[src/rtl/logic_ram_loader_pkg.sv]
// Shared types and defaults for the logic RAM loader slice.
package logic_ram_pkg;

    // Sequencer states: wait for Start, take the beats, sweep the reads, report.
    typedef enum logic [1:0] {
        IDLE  = 2'd0,
        LOAD  = 2'd1,
        SWEEP = 2'd2,
        DONE  = 2'd3
    } state_e;

    // Geometry of the RAM stage this loader feeds.
    localparam int DEFAULT_DEPTH      = 4;
    localparam int DEFAULT_ADDR_WIDTH = 2;
    localparam int DEFAULT_DATA_WIDTH = 8;

    // Values every register returns to on Reset.
    localparam logic        RST_WE          = 1'b0;
    localparam logic        RST_IN_READY    = 1'b0;
    localparam logic        RST_SWEEP_VALID = 1'b0;
    localparam logic        RST_BUSY        = 1'b0;
    localparam logic        RST_DONE        = 1'b0;
    localparam int unsigned RST_ADDR        = 0;
    localparam int unsigned RST_DATA        = 0;

endpackage

[src/rtl/logic_ram_loader_if.sv]
// Stream, command and RAM-facing signals of the loader grouped as one bundle.
interface logic_ram_loader_if #(
    parameter int ADDR_WIDTH = 2,
    parameter int DATA_WIDTH = 8
) ();

    logic                  Start;
    logic [DATA_WIDTH-1:0] StartOp;
    logic                  InValid;
    logic [DATA_WIDTH-1:0] InData;
    logic                  InReady;
    logic                  WE;
    logic [ADDR_WIDTH-1:0] WriteAddr;
    logic [DATA_WIDTH-1:0] WriteData;
    logic [ADDR_WIDTH-1:0] ReadAddr;
    logic [DATA_WIDTH-1:0] OpData;
    logic                  SweepValid;
    logic                  Busy;
    logic                  Done;

    // Upstream side: issues commands and data, observes the loader.
    modport master (
        output Start, StartOp, InValid, InData,
        input  InReady, WE, WriteAddr, WriteData, ReadAddr, OpData,
               SweepValid, Busy, Done
    );

    // Loader side.
    modport slave (
        input  Start, StartOp, InValid, InData,
        output InReady, WE, WriteAddr, WriteData, ReadAddr, OpData,
               SweepValid, Busy, Done
    );

endinterface

[src/rtl/logic_ram_loader_wrap_counter.sv]
// Modulo-2^WIDTH counter with synchronous clear taking priority over increment.
module wrap_counter #(
    parameter int WIDTH = 2
) (
    input  logic             Clock,
    input  logic             Reset,
    input  logic             clear,
    input  logic             inc,
    output logic [WIDTH-1:0] count
);

    logic [WIDTH-1:0] count_q;

    // Count register; natural binary overflow provides the wrap.
    always_ff @(posedge Clock) begin
        if (Reset) begin
            count_q <= '0;
        end else if (clear) begin
            count_q <= '0;
        end else if (inc) begin
            count_q <= count_q + WIDTH'(1);
        end
    end

    assign count = count_q;

endmodule

[src/rtl/logic_ram_loader.sv]
// Loads DEPTH stream beats into the logic RAM, then sweeps every read address.
module logic_ram_loader
    import logic_ram_pkg::*;
#(
    parameter int DEPTH      = DEFAULT_DEPTH,
    parameter int ADDR_WIDTH = DEFAULT_ADDR_WIDTH,
    parameter int DATA_WIDTH = DEFAULT_DATA_WIDTH
) (
    input logic              Clock,
    input logic              Reset,
    logic_ram_loader_if.slave bus
);

    localparam logic [ADDR_WIDTH-1:0] LAST_ADDR = ADDR_WIDTH'(DEPTH - 1);

    state_e                state_q;
    logic                  inReady_q;
    logic                  we_q;
    logic [ADDR_WIDTH-1:0] writeAddr_q;
    logic [DATA_WIDTH-1:0] writeData_q;
    logic [DATA_WIDTH-1:0] opData_q;
    logic                  sweepValid_q;
    logic                  busy_q;
    logic                  done_q;

    logic [ADDR_WIDTH-1:0] loadCount;
    logic [ADDR_WIDTH-1:0] sweepIdx;
    logic                  startAccept;
    logic                  beatAccept;
    logic                  lastBeat;
    logic                  loadClear;
    logic                  sweepClear;
    logic                  sweepInc;

    // Counter controls decoded from the current state and the inputs.
    always_comb begin
        startAccept = 1'b0;
        beatAccept  = 1'b0;
        lastBeat    = 1'b0;
        sweepInc    = 1'b0;
        if (state_q == IDLE) begin
            startAccept = bus.Start;
        end
        if (state_q == LOAD) begin
            beatAccept = bus.InValid;
        end
        if (beatAccept && (loadCount == LAST_ADDR)) begin
            lastBeat = 1'b1;
        end
        if ((state_q == SWEEP) && (sweepIdx != LAST_ADDR)) begin
            sweepInc = 1'b1;
        end
        loadClear  = startAccept;
        sweepClear = lastBeat;
    end

    wrap_counter #(.WIDTH(ADDR_WIDTH)) loadCounter (
        .Clock (Clock),
        .Reset (Reset),
        .clear (loadClear),
        .inc   (beatAccept),
        .count (loadCount)
    );

    // The sweep index stops at the last address so ReadAddr holds it afterwards.
    wrap_counter #(.WIDTH(ADDR_WIDTH)) sweepCounter (
        .Clock (Clock),
        .Reset (Reset),
        .clear (sweepClear),
        .inc   (sweepInc),
        .count (sweepIdx)
    );

    // Sequencer with every output registered alongside the state transition.
    always_ff @(posedge Clock) begin
        if (Reset) begin
            state_q      <= IDLE;
            inReady_q    <= RST_IN_READY;
            we_q         <= RST_WE;
            writeAddr_q  <= ADDR_WIDTH'(RST_ADDR);
            writeData_q  <= DATA_WIDTH'(RST_DATA);
            opData_q     <= DATA_WIDTH'(RST_DATA);
            sweepValid_q <= RST_SWEEP_VALID;
            busy_q       <= RST_BUSY;
            done_q       <= RST_DONE;
        end else begin
            we_q   <= 1'b0;
            done_q <= 1'b0;
            case (state_q)
                IDLE: begin
                    if (bus.Start) begin
                        state_q   <= LOAD;
                        opData_q  <= bus.StartOp;
                        inReady_q <= 1'b1;
                        busy_q    <= 1'b1;
                    end
                end
                LOAD: begin
                    if (bus.InValid) begin
                        we_q        <= 1'b1;
                        writeAddr_q <= loadCount;
                        writeData_q <= bus.InData;
                        if (loadCount == LAST_ADDR) begin
                            state_q      <= SWEEP;
                            inReady_q    <= 1'b0;
                            sweepValid_q <= 1'b1;
                        end
                    end
                end
                SWEEP: begin
                    if (sweepIdx == LAST_ADDR) begin
                        state_q      <= DONE;
                        sweepValid_q <= 1'b0;
                        busy_q       <= 1'b0;
                        done_q       <= 1'b1;
                    end
                end
                DONE: begin
                    state_q <= IDLE;
                end
                default: begin
                    state_q <= IDLE;
                end
            endcase
        end
    end

    assign bus.InReady    = inReady_q;
    assign bus.WE         = we_q;
    assign bus.WriteAddr  = writeAddr_q;
    assign bus.WriteData  = writeData_q;
    assign bus.ReadAddr   = sweepIdx;
    assign bus.OpData     = opData_q;
    assign bus.SweepValid = sweepValid_q;
    assign bus.Busy       = busy_q;
    assign bus.Done       = done_q;

endmodule

[src/flat_wrapper.sv]
// flat-port wrapper written by rule: the top's interface ports become plain ports
module logic_ram_loader_flat import logic_ram_pkg::*;
#(
    parameter int DEPTH      = DEFAULT_DEPTH,
    parameter int ADDR_WIDTH = DEFAULT_ADDR_WIDTH,
    parameter int DATA_WIDTH = DEFAULT_DATA_WIDTH
)
  (Clock, Reset, bus_Start, bus_StartOp, bus_InValid, bus_InData, bus_InReady, bus_WE, bus_WriteAddr, bus_WriteData, bus_ReadAddr, bus_OpData, bus_SweepValid, bus_Busy, bus_Done);
  logic_ram_loader_if #(.ADDR_WIDTH(ADDR_WIDTH), .DATA_WIDTH(DATA_WIDTH)) bus_i ();
  input logic Clock;
  input logic Reset;
  input wire logic [$bits(bus_i.Start)-1:0] bus_Start;
  input wire logic [$bits(bus_i.StartOp)-1:0] bus_StartOp;
  input wire logic [$bits(bus_i.InValid)-1:0] bus_InValid;
  input wire logic [$bits(bus_i.InData)-1:0] bus_InData;
  output wire logic [$bits(bus_i.InReady)-1:0] bus_InReady;
  output wire logic [$bits(bus_i.WE)-1:0] bus_WE;
  output wire logic [$bits(bus_i.WriteAddr)-1:0] bus_WriteAddr;
  output wire logic [$bits(bus_i.WriteData)-1:0] bus_WriteData;
  output wire logic [$bits(bus_i.ReadAddr)-1:0] bus_ReadAddr;
  output wire logic [$bits(bus_i.OpData)-1:0] bus_OpData;
  output wire logic [$bits(bus_i.SweepValid)-1:0] bus_SweepValid;
  output wire logic [$bits(bus_i.Busy)-1:0] bus_Busy;
  output wire logic [$bits(bus_i.Done)-1:0] bus_Done;
  assign bus_i.Start = bus_Start;
  assign bus_i.StartOp = bus_StartOp;
  assign bus_i.InValid = bus_InValid;
  assign bus_i.InData = bus_InData;
  assign bus_InReady = bus_i.InReady;
  assign bus_WE = bus_i.WE;
  assign bus_WriteAddr = bus_i.WriteAddr;
  assign bus_WriteData = bus_i.WriteData;
  assign bus_ReadAddr = bus_i.ReadAddr;
  assign bus_OpData = bus_i.OpData;
  assign bus_SweepValid = bus_i.SweepValid;
  assign bus_Busy = bus_i.Busy;
  assign bus_Done = bus_i.Done;
  logic_ram_loader #(.DEPTH(DEPTH), .ADDR_WIDTH(ADDR_WIDTH), .DATA_WIDTH(DATA_WIDTH)) u_core (.Clock(Clock), .Reset(Reset), .bus(bus_i));
endmodule
[config.mk]
export PLATFORM = sky130hd
export DESIGN_NAME = logic_ram_loader_flat
export DESIGN_NICKNAME = d
export VERILOG_FILES = /design/src/rtl/logic_ram_loader_pkg.sv /design/src/rtl/logic_ram_loader_if.sv /design/src/rtl/logic_ram_loader_wrap_counter.sv /design/src/rtl/logic_ram_loader.sv /design/src/flat_wrapper.sv
export SDC_FILE = /design/constraint.sdc
export NUM_CORES = 1
export LEC_CHECK = 0
export ABC_AREA = 1
export CAP_MARGIN = 20
export CORE_MARGIN = 3
export CORE_UTILIZATION = 55
export DETAILED_ROUTE_END_ITERATION = 6
export DONT_BUFFER_PORTS = 1
export HOLD_SLACK_MARGIN = 0.02
export PLACE_DENSITY_LB_ADDON = 0.1
export SLEW_MARGIN = 20
export SYNTH_ARGS = -nofsm -noshare
export SYNTH_HDL_FRONTEND = slang
export SYNTH_SLANG_ARGS = --single-unit
[constraint.sdc]
create_clock -name Clock -period 1.7 [get_ports Clock]
set_clock_uncertainty 0.15 [all_clocks]
set_input_delay 0.51 -clock Clock [delete_from_list [all_inputs] [get_ports Clock]]
set_output_delay 0.51 -clock Clock [all_outputs]
set_load 0.01 [all_outputs]
==> results.yml <==
synth:
  synth_xor_area_frac: 0.007028
  synth_cell_types: 19
  synth_compound_area_frac: 0.1044
  synth.area.top_cells: "dfxtp_1, nor2_1, ha_1"
  synth_top_area_share: 0.4659
  synth_largest_area_cell: "dfxtp_1"
  syn_area_per_cell_um2: 7.740
  syn_inst: 161
  synth_top_family_by_area: "simple AND/OR/NAND/NOR gates"
  ys.flop_type: "dfxtp_1"
  netlist_area_um2: 1246
  yosys_warnings: 0
  yosys.area_share.simple: 0.2580
  synth_commonest_cells: "nor2_1, dfxtp_1, nand2_1, inv_1"
  yosysSeqAreaShare: 0.4659
  ys_seq_elements: 29
  synth_mux_area_frac: 0
  async_flop_share: 0
  yosysMostFrequentCell: "nor2_1"
  synth-edff-count: 0
  synth_nets: 191
  synth_adder_area_share: 0.1004
setup_path:
  worstPathRequired_ps: 1040
  max_stage_delay_ps: 380
  crit_buf_inv: 1
  end_kind: "primary output"
  crit_chain: "buf_4"
  r2r-start: "u_core.state_q[1]"
  cp_top_family: "flip-flops"
  reg2regPathDepth: 6
  critPathArrivalTime_ps: 860
  path_max_fanout: 3
  reg2reg_slack_ps: 240
  worstSetupPathType: "register to primary output"
  worst_path_max_delay_cell: "dfxtp_1"
  r2r-end: "u_core.bus.WriteData[1]"
  start_kind: "register"
clocking:
  clkLatencyLatePin_ps: 320
  cts_hold_buf: 0
  clock-root-buffer: "clkbuf_4"
  cts_tree: "built"
  cts_buffers: 5
  cts.repair.resized: 0
  cts_setup_buffers: 0
  cts.clk_slew.worst_paths_ps: 90
  cts.sinks: 29
  h-tree-depth: 2
  cts_buffer_depth: 2
die:
  fp.dieH_um: 53.60
  fp.dieW_um: 53.60
  die_area_um2: 2873
  start_util: 0.6044
  coreArea_um2: 2062
  num_rows: 16
  design.portCount: 45
global_route:
  gr-total-overflow: 0
  grt_antenna_before_repair: 0
  grt_util_all_layers: 0.1878
  grt_pass1_wl_mm: 3.801
  grt_max_degree: 25
  grt_pass1_vias: 904
cells_and_area:
  area_delta_synth_final_pct: 6.828
  drive_gt1_frac: 0.1012
  diodes: 0
  nets: 197
  fillerInstances: 181
  utilization: 0.6456
power:
  p_sw_uw: 828.2
  p_clk_frac: 0.181
  power.density_nw_per_um2: 1572
  cellLeakagePower_uw: 0.0006167
  ir_worst_vdd_mv: 0.9443
  swShare: 0.3957
  seq_power_share: 0.498
  power.total_uw: 2093
  pwr-share-comb: 0.321
  intPower_uw: 1265
detailed_routing:
  firstDrtPassIters: 4
  drt_drc_violations_left: 0
  drt_iter0_markers: 5
  num_vias: 990
  ant_nets: 0
  viasPerCell: 5.077
  wl_per_cell_um: 12.32
  routed_wirelength_mm: 2.402
timing:
  worst_pin_slew_ps: 356.6
  post-route-period-util: 0.8937
  hold_viol: 0
  finalSetupViolCount: 0
  min_period_ps: 1519
  fmax_ghz: 0.6582
  finalMaxSlewViolations: 0
  totalNegativeSetupSlack_ps: 0
  rsz0062_at_grt: "no"
  max-slew-margin-rel: 0.7619
placed_design:
  routabilityCongestion: 0.7888
  dpl.hpwl_mm: 1.790
  port_buffers: 0
flow_run:
  maxCapViolCount: 0
hold_path:
  hold_end: "u_core.bus.WE"
  hp-start: "Reset"
  hold_path_depth: 1
  hold_path_class: "primary input to register"
status:
  status: "finished, final reports clean"
[worst max-delay path by stage]
| stage | startpoint | endpoint | cells after the start | slack [ps] |
|---|---|---|---|---|
| finish | u_core.sweepCounter.count[0] | bus_ReadAddr[0] | 1 | 180 |
| global route | u_core.state_q[1] | u_core.bus.WriteData[0] | 6 | 110 |
| CTS | u_core.sweepCounter.count[0] | bus_ReadAddr[0] | 1 | 180 |
| detailed placement | u_core.state_q[1] | u_core.sweepCounter.count[0] | 7 | 240 |
| global placement | u_core.state_q[1] | u_core.sweepCounter.count[0] | 7 | 270 |
| floorplan | u_core.state_q[0] | u_core.bus.InReady | 8 | 400 |
[kinds of logic after synthesis]
| group | after synthesis |
|---|---|
| AO/OA/AOI/OAI | 25 |
| XOR/XNOR | 1 |
| adder cells (fa/ha/maj) | 10 |
| buffers and inverters | 18 |
| flip-flops | 29 |
| AND/OR/NAND/NOR | 78 |
[flip-flops by register name, indices dropped and copies added (netlist names), 2 cells and up]
name / flops
u_core.bus.OpData: 8
u_core.bus.WriteAddr: 2
u_core.bus.WriteData: 8
u_core.loadCounter.count: 2
u_core.state_q: 2
u_core.sweepCounter.count: 2
[placed cells by master, fill, tap and decap left out, drive strengths merged]
| master | n |
|---|---|
| o211a | 1 |
| inv | 13 |
| nor2 | 41 |
| dfxtp | 29 |
| nand2 | 29 |
| clkinv | 3 |
| buf | 3 |
| nand3 | 5 |
| xor2 | 1 |
| clkbuf | 6 |
| ha | 10 |
| or2 | 1 |
| a21oi | 6 |
| o21ai | 18 |
| nand4 | 2 |
[routing by layer]
layer | wire length, um | share of wire | GRT usage | vias up
met2 | 1095 | 0.46 | 0.2837 | 40
met1 | 988 | 0.41 | 0.2167 | 424
met5 | 0 | 0 | 0 | -
met4 | 34 | 0.014 | 0.09787 | 0
met3 | 284 | 0.12 | 0.09418 | 4
li1 | - | - | - | 522
[cell type report]
cell class	instances	area (um^2)	share of cell area
clock buffers	6	41.29	0.03101
flip-flops and latches	29	580.6	0.4361
repair buffers	3	22.52	0.01692
clock inverters	2	10.01	0.007519
well taps	27	33.78	0.02538
inverters	14	57.56	0.04323
multi-input cells	114	585.6	0.4398
[power by group through the flow]
stage | combinational, uW | clock, uW | sequential (uW)
floorplan | 534 | 0 | 1040
global placement | 649 | 0 | 1050
detailed placement | 672 | 0 | 1060
CTS | 675 | 399 | 1040
global route | 787 | 430 | 1070
finish | 672 | 379 | 1040
[metrics by stage]
step	setup slack [ps]	hold WS, ps	cells	area, um^2
6_report	180.7	104.7	195	1331
5_1_grt	106.9	80.59	195	1331
4_1_cts	176.6	88.08	195	1331
3_5_place_dp	243.8	341.4	187	1280
3_3_place_gp	266.0	336.4	187	1280
2_1_floorplan	397.3	321.2	161	1246
Note: power is estimated with default switching activity, not from simulation.
